## src/rtl/piso_serializer.sv

```systemverilog
// piso_serializer: parallel-in serial-out transmitter.
// Accepts a WIDTH-bit word on a valid/ready handshake and shifts it out one
// bit per clock on q/qbar, MSB or LSB first, then pulses done for one cycle.
// Optional feature: define PISO_PARITY_EN to append an even-parity bit.
`timescale 1ns/1ps
module piso_serializer #(
    parameter int WIDTH     = 8,
    parameter bit MSB_FIRST = 1'b1
) (
    input  logic             clk,
    input  logic             rst,
    input  logic [WIDTH-1:0] din,
    input  logic             load_valid,
    output logic             load_ready,
    output logic             q,
    output logic             qbar,
    output logic             busy,
    output logic             done
);

    localparam int CW = $clog2(WIDTH);

`ifdef PISO_PARITY_EN
    typedef enum logic [1:0] {IDLE, SHIFT, PARITY} state_t;
`else
    typedef enum logic {IDLE, SHIFT} state_t;
`endif

    state_t           state, state_next;
    logic [WIDTH-1:0] shreg, shreg_next;
    logic [CW-1:0]    cnt, cnt_next;
    logic             q_next;
    logic             done_next;
    logic             ready_next;
    logic             accept;
`ifdef PISO_PARITY_EN
    logic             par, par_next;
`endif

    assign accept = load_valid && load_ready;
    assign busy   = (state != IDLE);

    // Next-state logic: load on accept, present one bit per edge, then finish.
    always_comb begin
        state_next = state;
        shreg_next = shreg;
        cnt_next   = cnt;
        q_next     = 1'b0;
        done_next  = 1'b0;
        ready_next = 1'b0;
`ifdef PISO_PARITY_EN
        par_next   = par;
`endif
        unique case (state)
            IDLE: begin
                ready_next = 1'b1;
                if (accept) begin
                    state_next = SHIFT;
                    shreg_next = din;
                    cnt_next   = CW'(WIDTH - 1);
                    q_next     = MSB_FIRST ? din[WIDTH-1] : din[0];
                    ready_next = 1'b0;
`ifdef PISO_PARITY_EN
                    par_next   = ^din;
`endif
                end
            end
            SHIFT: begin
                if (cnt != '0) begin
                    cnt_next = cnt - 1'b1;
                    if (MSB_FIRST) begin
                        q_next     = shreg[WIDTH-2];
                        shreg_next = shreg << 1;
                    end else begin
                        q_next     = shreg[1];
                        shreg_next = shreg >> 1;
                    end
                end else begin
`ifdef PISO_PARITY_EN
                    state_next = PARITY;
                    q_next     = par;
`else
                    state_next = IDLE;
                    done_next  = 1'b1;
                    ready_next = 1'b1;
`endif
                end
            end
`ifdef PISO_PARITY_EN
            PARITY: begin
                state_next = IDLE;
                done_next  = 1'b1;
                ready_next = 1'b1;
            end
`endif
            default: begin
                state_next = IDLE;
                ready_next = 1'b1;
            end
        endcase
    end

    // State and output registers; qbar is registered from the same next value as q.
    always_ff @(posedge clk or negedge rst) begin
        if (!rst) begin
            state      <= IDLE;
            shreg      <= '0;
            cnt        <= '0;
            q          <= 1'b0;
            qbar       <= 1'b1;
            done       <= 1'b0;
            load_ready <= 1'b1;
`ifdef PISO_PARITY_EN
            par        <= 1'b0;
`endif
        end else begin
            state      <= state_next;
            shreg      <= shreg_next;
            cnt        <= cnt_next;
            q          <= q_next;
            qbar       <= ~q_next;
            done       <= done_next;
            load_ready <= ready_next;
`ifdef PISO_PARITY_EN
            par        <= par_next;
`endif
        end
    end

endmodule
```

## config.mk

```make
export PLATFORM = sky130hd
export DESIGN_NAME = piso_serializer
export DESIGN_NICKNAME = d
export VERILOG_FILES = /design/src/rtl/piso_serializer.sv
export SDC_FILE = /design/constraint.sdc
export NUM_CORES = 1
export LEC_CHECK = 0
export CAP_MARGIN = 20
export CORE_MARGIN = 5
export CORE_UTILIZATION = 52
export CTS_BUF_LIST = sky130_fd_sc_hd__clkbuf_8 sky130_fd_sc_hd__clkbuf_16
export CTS_CLUSTER_DIAMETER = 80
export DETAILED_ROUTE_END_ITERATION = 8
export PLACE_DENSITY_LB_ADDON = 0.15
export SETUP_SLACK_MARGIN = 0.02
export SYNTH_ARGS = -nofsm -noshare
export SYNTH_HDL_FRONTEND = slang
export SYNTH_SLANG_ARGS = --single-unit
```

## constraint.sdc

```tcl
create_clock -name clk -period 3.45 [get_ports clk]
set_input_delay 0.8625 -clock clk [delete_from_list [all_inputs] [get_ports clk]]
set_output_delay 0.8625 -clock clk [all_outputs]
set_load 0.005 [all_outputs]
```

==> reports/qor.yml <==
status:
  outcome: "finished clean"
die:
  row_cnt: 13
  chip_width_um: 48.5
  io-pin-count: 16
  starting_density_pct: 57.1
  fp.dieH_um: 48.5
  fp.dieArea_um2: 2350
  floorplan.core_area_um2: 1350
clock_tree:
  cts_max_path_buffers: 2
  htree_levels: 1
  clk_latency_ns: 0.24
  clock-root-buffer: "clkbuf_8"
  cts_hold_buffers: 0
  numCtsBuffers: 3
  clk_transition_reported_paths_ns: 0.05
  number_of_cells_upsized_or_downsized_after_cts: 0
  clock-sinks: 15
  tritoncts: "done"
  cts_setup_buffers: 0
placed_design:
  postPlaceCellArea_um2: 907
  place_hpwl_um: 984
  place.gp.congestion: 0.765
  dp_slack_ns: 1.19
  port_buffers: 15
drt:
  routed_wirelength_um: 1330
  drt_iter0_markers: 9
  vias_post_dr: 545
  antenna_violating_nets_post_route: 0
  routed_via_count_divided_by_cell_count: 5.51
  detailedRoute.firstPassIterationCount: 4
  route.detailed.wl_per_inst_um: 13.4
  post-route-drc-count: 0
sta:
  period_share_pct: 73.0
  timing.fmax_ghz: 0.397
  fin_ws_ns: 0.932
  setup_violations: 0
  tns_ns: 0
  report.final.slew_viol_count: 0
  max_slew.worst_pin.slew_ns: 0.698
  rsz_0062_raised_after_global_routing: "false"
  finalClockSkew_ns: 0.00522
  timing.slew.headroom_pct: 53.5
  finalHoldViolCount: 0
  minimum_clock_period_after_layout_ns: 2.52
logic_synthesis:
  avgSynthCellArea_um2: 11.0
  ys_seq_elements: 15
  synth_fp_nets: 83
  synth_cell_types: 21
  post_synth_instance_area_um2: 771
  synth.yosys.warnings: 0
  cell_count_after_synthesis: 70
  seq_area_frac_synth_pct: 49.0
critical_path:
  worst_path_dominant_cell_family: "flip-flops"
  timing.critical_path.slowest_stage_cell: "dfrtp_1"
  timing.critical_path.to_type: "primary output"
  crit_chain: "clkdlybuf4s50_1"
  cp-startpoint: "busy"
  critical_path_class: "reg -> out"
  worst_path_required_time_ns: 2.59
  reg2reg_from: "cnt[0]"
  setup.worst_path.start_class: "register"
  critical_path_peak_fanout: 23
  crit_path_max_incr_delay_ns: 0.79
  cp_num_buf_inv: 1
  critPathArrivalTime_ns: 1.66
global_route:
  globalRouteOverflowTotal: 0
  antenna_found_initial: 0
  grtUsageTotal_pct: 12.5
  wire_length_of_the_first_global_routing_pass_um: 2370
  maximum_number_of_pins_on_one_net_before_global_route_repair: 24
  first_global_vias: 526
final_layout:
  mostFrequentLayoutCell: "clkdlybuf4s50_1"
  sequential_cell_area_um2: 378
  antennaDiodeCount: 0
  layout-drive-gt1-share_pct: 11.9
  multiInputGateArea_um2: 345
  final_cell_area_um2: 952
  number_of_fill_cells_in_the_layout: 110
  final_cell_mix: "15 x clkdlybuf4s50_1, 13 x dfrtp_1, 8 x a21oi_1"
  finalNetCount: 98
  syn2layout_area_growth_pct: 23.5
power:
  power_density_nw_per_um2: 822
  worst_ir_drop_vdd_mv: 0.451
  total_leakage_power_nw: 0.448
  power_uw: 782
hold_path:
  worst_hold_path_type: "reg -> reg"
  hp-start: "cnt[1]"
job:
  maxCapViolations: 0
[flip-flops by register name, indices dropped and copies added (netlist names)]
signal,cells
done,1
cnt,3
qbar,1
busy,1
load_ready,1
shreg,7
q,1
[final timing paths]
| check | endpoint | slack, ns | depth (start not counted) |
|---|---|---|---|
| setup / recovery | busy | 0.93 | 1 |
| hold / removal | cnt[1] | 0.49 | 1 |
| setup reg to reg | shreg[6] | 2.02 | 5 |
| hold reg to reg | cnt[1] | 0.49 | 1 |
| max in group asynchronous | shreg[6] | 2.01 | 1 |
| min in group asynchronous | shreg[0] | 1.02 | 1 |
[cells in the mapped netlist, drive strengths merged]
master	instances	area [µm²]
a21oi	8	40.0
and2b	1	8.76
and4bb	1	12.5
dfstp	2	52.6
o21a	3	22.5
and3b	1	10.0
clkbuf	1	5.00
buf	4	27.5
inv	4	15.0
nand2	2	10.0
and3	6	37.5
nand2b	1	6.26
ha	2	25.0
mux2i	8	92.6
nand3	4	20.0
a211oi	6	45.0
dfrtp	13	325
o21ai	3	15.0
[routing by layer]
metal / track usage [%] / wire [µm] / vias to the layer above
met5: 0 / 0 / -
met1: 16.8 / 612 / 254
li1: - / - / 282
met2: 19.3 / 649 / 9
met4: 4.04 / 0 / 0
met3: 3.36 / 64 / 0
[power by group]
part | switching (mW) | internal (mW)
logic | 0.121 | 0.173
clock network | 0.0547 | 0.0784
registers | 0.0887 | 0.266
[metrics by stage]
| step | hold slack, ns | util, % | instances |
|---|---|---|---|
| detailed placement | 0.480 | 67.2 | 95 |
| floorplan | 0.464 | - | 70 |
| CTS | 0.493 | 70.5 | 99 |
| global route | 0.537 | 70.5 | 99 |
| finish | 0.489 | 70.5 | 99 |
| global placement | 0.483 | 67.2 | 95 |
[area by class of cell]
type | count | area share [%]
Inverter | 4 | 1.58
Timing Repair Buffer | 15 | 15.8
Multi-Input combinational cell | 46 | 36.3
Clock inverter | 1 | 0.394
Tap cell | 15 | 1.97
Sequential cell | 15 | 39.7
Clock buffer | 3 | 4.34
[cell families (layout without fill, tap and decap cells)]
| family | after synthesis | after routing | synth area share, % |
|---|---|---|---|
| AOI/OAI and AO/OA | 20 | 20 | 15.9 |
| buffers and inverters | 9 | 23 | 6.17 |
| DFF | 15 | 15 | 49.0 |
| adders and majority gates | 2 | 2 | 3.25 |
| and+or+nand+nor | 16 | 16 | 13.6 |
| muxes | 8 | 8 | 12.0 |
(Power assumes the default switching activity.)
